`src/rtl/cfdf_rr_scheduler_pkg.sv`:
```
// cfdf_sched_pkg: shared state encoding and pointer-width helper for the
// CFDF round-robin firing scheduler.
package cfdf_sched_pkg;

  typedef enum logic [2:0] {
    S_IDLE    = 3'd0,
    S_CHECK   = 3'd1,
    S_INVOKE  = 3'd2,
    S_WAIT_FC = 3'd3,
    S_ADVANCE = 3'd4,
    S_DONE    = 3'd5
  } sched_state_e;

  // Actor pointer width: clog2 of the actor count, never narrower than 1 bit.
  function automatic int ptr_w(input int n);
    return (n > 1) ? $clog2(n) : 1;
  endfunction

endpackage

```
`src/rtl/cfdf_rr_scheduler_if.sv`:
```
// cfdf_rr_scheduler_if: host/actor-side signals of the round-robin scheduler.
// master = scheduler side, slave = enable/invoke/host side.
interface cfdf_rr_scheduler_if #(
  parameter int N_ACT = 4,
  parameter int CNT_W = 16
);
  localparam int PTR_W = cfdf_sched_pkg::ptr_w(N_ACT);

  logic             start;
  logic             stop;
  logic [N_ACT-1:0] enable;
  logic [N_ACT-1:0] fc;
  logic [N_ACT-1:0] invoke;
  logic [PTR_W-1:0] cur_actor;
  logic             busy;
  logic             done;
  logic [CNT_W-1:0] fire_count;
  logic             timeout_err;

  modport master (
    input  start, stop, enable, fc,
    output invoke, cur_actor, busy, done, fire_count, timeout_err
  );

  modport slave (
    output start, stop, enable, fc,
    input  invoke, cur_actor, busy, done, fire_count, timeout_err
  );
endinterface

```
`src/rtl/cfdf_rr_scheduler_watchdog.sv`:
```
// cfdf_sched_watchdog: firing-complete watchdog for the CFDF scheduler.
// Only elaborated when CFDF_SCHED_TIMEOUT_EN is defined.
// Down-counter loaded on clr; expire flags the (2^TMO_W-1)-th enabled cycle.
`ifdef CFDF_SCHED_TIMEOUT_EN
module cfdf_sched_watchdog #(
  parameter int TMO_W = 10
) (
  input  logic clk,
  input  logic rst,
  input  logic clr,
  input  logic en,
  output logic expire
);
  logic [TMO_W-1:0] cnt_q;

  // Load 2^TMO_W-2 so the terminal count lands on the (2^TMO_W-1)-th wait cycle.
  always_ff @(posedge clk or negedge rst) begin
    if (!rst) begin
      cnt_q <= '0;
    end else if (clr) begin
      cnt_q <= ~TMO_W'(1);
    end else if (en && (cnt_q != '0)) begin
      cnt_q <= cnt_q - TMO_W'(1);
    end
  end

  assign expire = en && (cnt_q == '0);
endmodule
`endif

```
`src/rtl/cfdf_rr_scheduler.sv`:
```
// cfdf_rr_scheduler: round-robin firing scheduler for N_ACT CFDF actors.
// Optional FC watchdog: define CFDF_SCHED_TIMEOUT_EN.
//
// state     | meaning
// IDLE      | stopped, waiting for start
// CHECK     | sample enable of the actor at ptr
// INVOKE    | one-cycle invoke pulse to the actor at ptr
// WAIT_FC   | wait for fc of the actor at ptr (or watchdog expiry)
// ADVANCE   | move ptr to the next actor, honour a latched stop
// DONE      | quiescent: a full round found nothing enabled
module cfdf_rr_scheduler
  import cfdf_sched_pkg::*;
#(
  parameter int N_ACT = 4,
  parameter int CNT_W = 16,
  parameter int TMO_W = 10
) (
  input logic                 clk,
  input logic                 rst,
  cfdf_rr_scheduler_if.master bus
);
  localparam int                PTR_W     = ptr_w(N_ACT);
  localparam int                IDLE_W    = $clog2(N_ACT + 1);
  localparam logic [PTR_W-1:0]  PTR_LAST  = PTR_W'(N_ACT - 1);
  localparam logic [IDLE_W-1:0] IDLE_FULL = IDLE_W'(N_ACT);

  sched_state_e      state_q, state_nxt;
  logic [PTR_W-1:0]  ptr_q, ptr_nxt;
  logic [IDLE_W-1:0] idle_q, idle_nxt;
  logic              stop_q, stop_nxt;
  logic [CNT_W-1:0]  cnt_q, cnt_nxt;
  logic              err_q, err_nxt;
  logic [N_ACT-1:0]  inv_q, inv_nxt;
  logic              busy_q, done_q;
  logic              stop_any;
  logic              wd_expire;

`ifdef CFDF_SCHED_TIMEOUT_EN
  logic wd_clr, wd_en;
  assign wd_clr = (state_q == S_INVOKE);
  assign wd_en  = (state_q == S_WAIT_FC);

  cfdf_sched_watchdog #(.TMO_W(TMO_W)) u_watchdog (
    .clk    (clk),
    .rst    (rst),
    .clr    (wd_clr),
    .en     (wd_en),
    .expire (wd_expire)
  );
`else
  assign wd_expire = 1'b0;
`endif

  assign stop_any = stop_q | bus.stop;

  // Next-state, pointer, idle count, stop latch and counters.
  always_comb begin
    state_nxt = state_q;
    ptr_nxt   = ptr_q;
    idle_nxt  = idle_q;
    stop_nxt  = stop_q;
    cnt_nxt   = cnt_q;
    err_nxt   = err_q;
    inv_nxt   = '0;
    case (state_q)
      S_IDLE, S_DONE: begin
        if (bus.start) begin
          state_nxt = S_CHECK;
          ptr_nxt   = '0;
          idle_nxt  = '0;
          cnt_nxt   = '0;
          err_nxt   = 1'b0;
          stop_nxt  = bus.stop;
        end
      end
      S_CHECK: begin
        stop_nxt = stop_any;
        if (stop_any) begin
          state_nxt = S_IDLE;
        end else if (bus.enable[ptr_q]) begin
          state_nxt = S_INVOKE;
          idle_nxt  = '0;
        end else begin
          idle_nxt  = idle_q + IDLE_W'(1);
          state_nxt = (idle_nxt == IDLE_FULL) ? S_DONE : S_ADVANCE;
        end
      end
      S_INVOKE: begin
        stop_nxt  = stop_any;
        state_nxt = S_WAIT_FC;
      end
      S_WAIT_FC: begin
        stop_nxt = stop_any;
        if (bus.fc[ptr_q]) begin
          if (cnt_q != '1) cnt_nxt = cnt_q + CNT_W'(1);
          state_nxt = S_ADVANCE;
        end else if (wd_expire) begin
          err_nxt   = 1'b1;
          state_nxt = S_ADVANCE;
        end
      end
      S_ADVANCE: begin
        stop_nxt  = stop_any;
        ptr_nxt   = (ptr_q == PTR_LAST) ? '0 : ptr_q + PTR_W'(1);
        state_nxt = stop_any ? S_IDLE : S_CHECK;
      end
      default: state_nxt = S_IDLE;
    endcase
    if (state_nxt == S_IDLE) stop_nxt = 1'b0;
    if (state_nxt == S_INVOKE) inv_nxt[ptr_nxt] = 1'b1;
  end

  // State and registered outputs; async reset drops any pending invoke.
  always_ff @(posedge clk or negedge rst) begin
    if (!rst) begin
      state_q <= S_IDLE;
      ptr_q   <= '0;
      idle_q  <= '0;
      stop_q  <= 1'b0;
      cnt_q   <= '0;
      err_q   <= 1'b0;
      inv_q   <= '0;
      busy_q  <= 1'b0;
      done_q  <= 1'b0;
    end else begin
      state_q <= state_nxt;
      ptr_q   <= ptr_nxt;
      idle_q  <= idle_nxt;
      stop_q  <= stop_nxt;
      cnt_q   <= cnt_nxt;
      err_q   <= err_nxt;
      inv_q   <= inv_nxt;
      busy_q  <= (state_nxt != S_IDLE) && (state_nxt != S_DONE);
      done_q  <= (state_nxt == S_DONE);
    end
  end

  assign bus.invoke      = inv_q;
  assign bus.cur_actor   = ptr_q;
  assign bus.busy        = busy_q;
  assign bus.done        = done_q;
  assign bus.fire_count  = cnt_q;
  assign bus.timeout_err = err_q;
endmodule

```
`src/flat_wrapper.sv`:
```
// flat-port wrapper written by rule: the top's interface ports become plain ports
module cfdf_rr_scheduler_flat import cfdf_sched_pkg::*;
#(
  parameter int N_ACT = 4,
  parameter int CNT_W = 16,
  parameter int TMO_W = 10
)
  (clk, rst, bus_start, bus_stop, bus_enable, bus_fc, bus_invoke, bus_cur_actor, bus_busy, bus_done, bus_fire_count, bus_timeout_err);
  cfdf_rr_scheduler_if #(.N_ACT(N_ACT), .CNT_W(CNT_W)) bus_i ();
  input logic clk;
  input logic rst;
  input wire logic [$bits(bus_i.start)-1:0] bus_start;
  input wire logic [$bits(bus_i.stop)-1:0] bus_stop;
  input wire logic [$bits(bus_i.enable)-1:0] bus_enable;
  input wire logic [$bits(bus_i.fc)-1:0] bus_fc;
  output wire logic [$bits(bus_i.invoke)-1:0] bus_invoke;
  output wire logic [$bits(bus_i.cur_actor)-1:0] bus_cur_actor;
  output wire logic [$bits(bus_i.busy)-1:0] bus_busy;
  output wire logic [$bits(bus_i.done)-1:0] bus_done;
  output wire logic [$bits(bus_i.fire_count)-1:0] bus_fire_count;
  output wire logic [$bits(bus_i.timeout_err)-1:0] bus_timeout_err;
  assign bus_i.start = bus_start;
  assign bus_i.stop = bus_stop;
  assign bus_i.enable = bus_enable;
  assign bus_i.fc = bus_fc;
  assign bus_invoke = bus_i.invoke;
  assign bus_cur_actor = bus_i.cur_actor;
  assign bus_busy = bus_i.busy;
  assign bus_done = bus_i.done;
  assign bus_fire_count = bus_i.fire_count;
  assign bus_timeout_err = bus_i.timeout_err;
  cfdf_rr_scheduler #(.N_ACT(N_ACT), .CNT_W(CNT_W), .TMO_W(TMO_W)) u_core (.clk(clk), .rst(rst), .bus(bus_i));
endmodule
```
`config.mk`:
```
export PLATFORM = sky130hd
export DESIGN_NAME = cfdf_rr_scheduler_flat
export DESIGN_NICKNAME = d
export VERILOG_FILES = /design/src/rtl/cfdf_rr_scheduler_pkg.sv /design/src/rtl/cfdf_rr_scheduler_if.sv /design/src/rtl/cfdf_rr_scheduler_watchdog.sv /design/src/rtl/cfdf_rr_scheduler.sv /design/src/flat_wrapper.sv
export SDC_FILE = /design/constraint.sdc
export NUM_CORES = 1
export LEC_CHECK = 0
export BUFFER_PORTS_ARGS = -buffer_cell sky130_fd_sc_hd__buf_2
export CAP_MARGIN = 25
export CORE_ASPECT_RATIO = 0.9
export CORE_MARGIN = 2
export CORE_UTILIZATION = 41
export CTS_BUF_LIST = sky130_fd_sc_hd__clkbuf_8
export CTS_CLUSTER_SIZE = 20
export DETAILED_ROUTE_END_ITERATION = 12
export PLACE_DENSITY = 0.65
export SKIP_CTS_REPAIR_TIMING = 1
export SYNTH_ARGS = -nofsm -noshare
export SYNTH_HDL_FRONTEND = slang
export SYNTH_HIERARCHICAL = 1
export SYNTH_SLANG_ARGS = --single-unit
```
`constraint.sdc`:
```
create_clock -name clk -period 2 [get_ports clk]
set_input_delay 0.4 -clock clk [delete_from_list [all_inputs] [get_ports clk]]
set_output_delay 0.4 -clock clk [all_outputs]
set_load 0.05 [all_outputs]
```
==> impl_metrics.ini, run 1 <==
[synth]
synth_flop_cell = dfrtp_1
synth_edf_count = 0
yosys.area.top_type_share_pct = 45.2
synth_cells = 179
async_flop_share_pct = 100
synth.avg_cell_area_um2 = 9.59
synth_nets = 195
syn_area_um2 = 1720
ys.warnings.count = 6
synth_top_cell_by_area = dfrtp_1
yosysSeqAreaShare_pct = 45.2
ys_ff_latch = 31
synth_cell_types = 50
synthTopCellsByArea = dfrtp_1, nand2_1, o31ai_1

[cells_and_area]
layout.nets = 249
fin_util_pct = 55.1
nFillCells = 381
syn_to_final_growth_pct = 29.8
antennaDiodeCount = 0
drive_above_1_share_pct = 35.9

[detailed_routing]
drtAntennaViolNets = 0
vias = 1597
drcViolationCount = 0
wire_per_inst_um = 15.1
drtIter0Drc = 129
dr.pass1.iters = 6
vias_per_cell = 5.66
finalWirelength_um = 4270

[die]
dieArea_um2 = 4720
initial_core_util_pct = 42.4
ios = 37
dieHeight_um = 65.4
core-area_um2 = 4050
die_x_um = 72.2
rows = 22

[placed_design]
portBuffers = 35
globalplace.congestion = 0.843
dp_hpwl_um = 2960
dp_slack_ps = -51.9

[sta]
worstMarginPinSlew_ps = 667
drv_slew = 0
whs_ps = 139
post-route-period-util_pct = 98.1
slew-limit-headroom_pct = 55.5
fin_crit_ps = 1960
rsz0062_at_grt = yes
setup_violations = 0
finalWorstSetupSlack_ps = 37.2
fin_skew_ps = 4.59
max_freq_ghz = 0.509
hold_viol = 0
fin_tns_setup_ps = 0

[grt]
first_global_vias = 1405
antenna_found_initial = 0
grt_pass1_wl_um = 6470
overflow = 0
gr-usage-all-layers_pct = 18.0
grt_max_degree = 32

[setup_path]
crit_fanout = 7
reg2reg_to = u_core/bus.fire_count[6]
worstSetupPathType = flop to flop
worstSetupStartpointType = flop
r2r_start = u_core/state_q[0]
r2r_slack_ps = 40
critPathArrivalTime_ps = 2170
endpoint_kind = flop
required_ps = 2210
r2r_cells = 6

[flow_run]
cap_viol_max_count = 0

[clocking]
clk_pin_slew_ps = 60
cts_tree = yes
clockBufferDepth = 2
cts.sinks = 31
insertion_delay_ps = 290
root_buffer = clkbuf_8
h-tree-depth = 2
numCtsBuffers = 5

[status]
status = finished clean

[power_and_ir_drop]
p_leak_nw = 1.04
power.total_mw = 2.56
powerDensity_nw_per_um2 = 1150
vdd_ir_drop_max_uv = 558

[hold_path]
min_path_type = primary input to asynchronous set/reset pin
## power breakdown
group / switching, mW / internal (mW)
Clock: 0.230 / 0.309
Combinational: 0.737 / 0.453
Sequential: 0.108 / 0.726
## routing by layer
metal / track usage, % / wire (µm) / vias to the layer above
li1: - / - / 768
met2: 29.2 / 2160 / 49
met1: 23.2 / 1860 / 778
met5: 0 / 0 / -
met4: 4.95 / 30 / 0
met3: 5.67 / 220 / 2
## layout make-up
class                      count  area, µm²  share of cell area [%]
timing repair buffer          54        318                    14.3
tap                           48       60.1                    2.70
multi-input combinational    133        935                    41.9
inverter                       8       30.0                    1.35
sequential                    31        786                    35.3
clock buffer                   7       96.3                    4.32
clock inverter                 1       3.75                   0.168
## cell usage in the layout (no fill, tap or decap), types with 3 or more instances in the layout
cell / n
buf_4: 19
dfrtp_2: 8
inv_1: 9
or4_1: 4
nand2_1: 20
or3_1: 4
a21oi_1: 8
ha_1: 3
nor2_1: 13
nand4_1: 4
clkbuf_8: 7
buf_2: 35
o31ai_1: 6
nand3_1: 10
o211ai_1: 5
o21ai_1: 5
nor2b_1: 3
o21ai_0: 6
dfrtp_1: 23
## metrics by stage
| stage | area (µm²) | cells |
|---|---|---|
| floorplan | 1740 | 179 |
| global placement | 2050 | 271 |
| detailed placement | 2050 | 271 |
| CTS | 2150 | 279 |
| global route | 2230 | 282 |
| finish | 2230 | 282 |
## synth_stat cells, types with 2 or more instances
cell       n
a21oi_1   10
a22o_1     2
clkbuf_1   4
dfrtp_1   31
ha_1       4
inv_1      8
mux2i_1    2
nand2_1   20
nand3_1   10
nand4_1    4
nor2_1    13
nor2b_1    3
nor3_1     2
nor4_1     2
o211ai_1   5
o21ai_0    6
o21ai_1    5
o31ai_1    7
or3_1      5
or4_1      5
xor2_1     2
## worst max-delay path, stage by stage, from the launching register on
cell and delay, ps:
dfrtp_1 410, xor2_2 230, nor3b_4 360, o22ai_4 170, buf_4 180, or4_4 410, a21oi_2 130
## logic make-up after synthesis
kind of cell | share of synthesized area (%)
AND/OR/NAND/NOR | 24.9
AO/OA/AOI/OAI | 17.0
flip-flops | 45.2
buffers and inverters | 4.81
adder cells (fa/ha/maj) | 2.92
multiplexers | 4.01
XOR/XNOR | 1.02
other | 0.218
## worst max-delay path by stage
stage,startpoint,slack (ps),end,depth (start not counted)
final,u_core/state_q[0],40,u_core/bus.fire_count[6],6
after global routing,u_core/bus.fire_count[4],-30,u_core/bus.fire_count[2],7
after CTS,u_core/bus.cur_actor[0],-50,u_core/bus.fire_count[13],6
after detailed placement,bus_fc[3],-50,u_core/bus.fire_count[13],7
after global placement,bus_fc[3],40,u_core/bus.fire_count[5],7
after floorplan,u_core/bus.fire_count[8],0.04,u_core/bus.fire_count[5],7
## registers in the layout, indices dropped and copies added (netlist names)
name	count
u_core/bus.busy	1
u_core/bus.cur_actor	2
u_core/bus.done	1
u_core/bus.fire_count	16
u_core/bus.invoke	4
u_core/idle_q	3
u_core/state_q	3
u_core/stop_q	1
Power figures use the tool's default switching activity.
==> run 2, diff against run 1 <==
--- a/config.mk
+++ b/config.mk
@@ -13,7 +13,6 @@
 export CTS_BUF_LIST = sky130_fd_sc_hd__clkbuf_8
 export CTS_CLUSTER_SIZE = 20
 export DETAILED_ROUTE_END_ITERATION = 12
-export PLACE_DENSITY = 0.65
 export SKIP_CTS_REPAIR_TIMING = 1
 export SYNTH_ARGS = -nofsm -noshare
 export SYNTH_HDL_FRONTEND = slang
==> constraint.sdc (replaced) <==
create_clock -name clk -period 1.9 [get_ports clk]
set_input_delay 0.38 -clock clk [delete_from_list [all_inputs] [get_ports clk]]
set_output_delay 0.38 -clock clk [all_outputs]
set_load 0.05 [all_outputs]
==> run 2 against run 1 <==
Against the previous run: clock-buffer cell count shrank 2; sequential share of layout area shrank 1.4 points; hold slack lost 16 ps; flip-flop and latch count is the same; largest power group unchanged; die area is the same; clock skew grew 5.5 ps; maximum frequency grew 4.6%; core utilization grew 2.8 points; sequential power grew 4.4%.
==> impl_metrics.ini, run 2 (synthesis gave the netlist of run 1 again) <==
[status]
status = finished clean

[placed_design]
portBuffers = 35
dp_hpwl_um = 3030
dp_slack_ps = -54.4
dp_cells = 276
globalplace.congestion = 0.852

[sta]
fin_skew_ps = 10.1
worstMarginPinSlew_ps = 670
slew-limit-headroom_pct = 55.3
fin_crit_ps = 1880
max_freq_ghz = 0.533
setup_violations = 0
hold_viol = 0
drv_slew = 0
finalWorstSetupSlack_ps = 24.1
post-route-period-util_pct = 98.7
rsz0062_at_grt = yes

[cells_and_area]
final_cell_mix = buf_2, buf_4, nand2_1, dfrtp_1, dfrtp_2
syn_to_final_growth_pct = 36.4
nFillCells = 370
fin_cells = 291
antennaDiodeCount = 0
largest_reg_flops = 16
layout.nets = 258
layout_commonest_cell = buf_2
drive_above_1_share_pct = 42.8

[detailed_routing]
dr.pass1.iters = 4
finalWirelength_um = 4410
wire_per_inst_um = 15.1
drtIter0Drc = 125
vias_per_cell = 5.62
drcViolationCount = 0
vias = 1634
drtAntennaViolNets = 0

[clocking]
cts.sinks = 31
numCtsBuffers = 5
clockBufferDepth = 2
cts_tree = yes
clk_pin_slew_ps = 70
root_buffer = clkbuf_8
insertion_delay_ps = 280
h-tree-depth = 2

[die]
dieHeight_um = 65.4
die_x_um = 72.2
dieArea_um2 = 4720
initial_core_util_pct = 42.4
core-area_um2 = 4050
ios = 37
rows = 22

[power_and_ir_drop]
vdd_ir_drop_max_uv = 704
powerDensity_nw_per_um2 = 1180
p_leak_nw = 1.08
power.total_mw = 2.75

[grt]
overflow = 0
antenna_found_initial = 0
grt_pass1_wl_um = 6820
gr-usage-all-layers_pct = 18.8
grt_max_degree = 32
first_global_vias = 1498

[hold_path]
min_path_type = primary input to asynchronous set/reset pin

[setup_path]
required_ps = 2080
worstSetupPathType = flop to flop
crit_fanout = 4
critPathArrivalTime_ps = 2060
endpoint_kind = flop
worstSetupStartpointType = flop

[flow_run]
cap_viol_max_count = 0
==> run 2: where the power goes <==
part / total, mW / internal (mW) / switching (mW)
Sequential: 0.871 / 0.766 / 0.105
Clock: 0.474 / 0.243 / 0.230
Combinational: 1.41 / 0.577 / 0.830
Total: 2.75 / 1.59 / 1.17
==> run 2: worst max-delay path, cell delays in order, from the launching register on <==
cell and delay (ps):
dfrtp_2 400, mux4_2 520, buf_4 150, and2_1 180, o31ai_4 250, nor2_2 80, a211oi_2 210
==> run 2: layout make-up <==
cell class	instances	area, µm²	area share [%]
repair buffers	63	402	17.2
multi-input cells	133	977	41.7
clock buffers	5	68.8	2.94
flip-flops and latches	31	792	33.8
clock inverters	3	11.3	0.481
inverters	8	30.0	1.28
well taps	48	60.1	2.57
==> run 2: worst paths after layout <==
kind                                    startpoint                   endpoint  slack (ps)  cells past startpoint
setup / recovery           u_core/bus.cur_actor[0]              u_core/stop_q          20                      6
min in group clk                  u_core/idle_q[2]           u_core/idle_q[2]         490                      2
hold reg to reg                   u_core/idle_q[2]           u_core/idle_q[2]         490                      2
max in group asynchronous                      rst    u_core/bus.cur_actor[0]        1280                      1
hold / removal                                 rst  u_core/bus.fire_count[12]         120                      1
setup reg to reg           u_core/bus.cur_actor[0]              u_core/stop_q          20                      6
==> run 2: metal layers <==
layer  GRT usage, %  part of all wire (%)  vias up
li1               -                     -      788
met1           22.9                    42      788
met2           31.5                    51       52
met3           4.60                   5.5        6
met4           8.02                   1.6        0
met5              0                     0        -
==> run 2: metrics by stage <==
step	hold slack, ps	instance area [µm²]	util (%)	setup TNS (ps)
CTS	154	2200	54.5	-22.2
global placement	453	2120	52.5	0
global route	191	2340	57.9	-127
floorplan	84.4	1760	-	-356
finish	123	2340	57.9	0
detailed placement	462	2120	52.5	-66.1
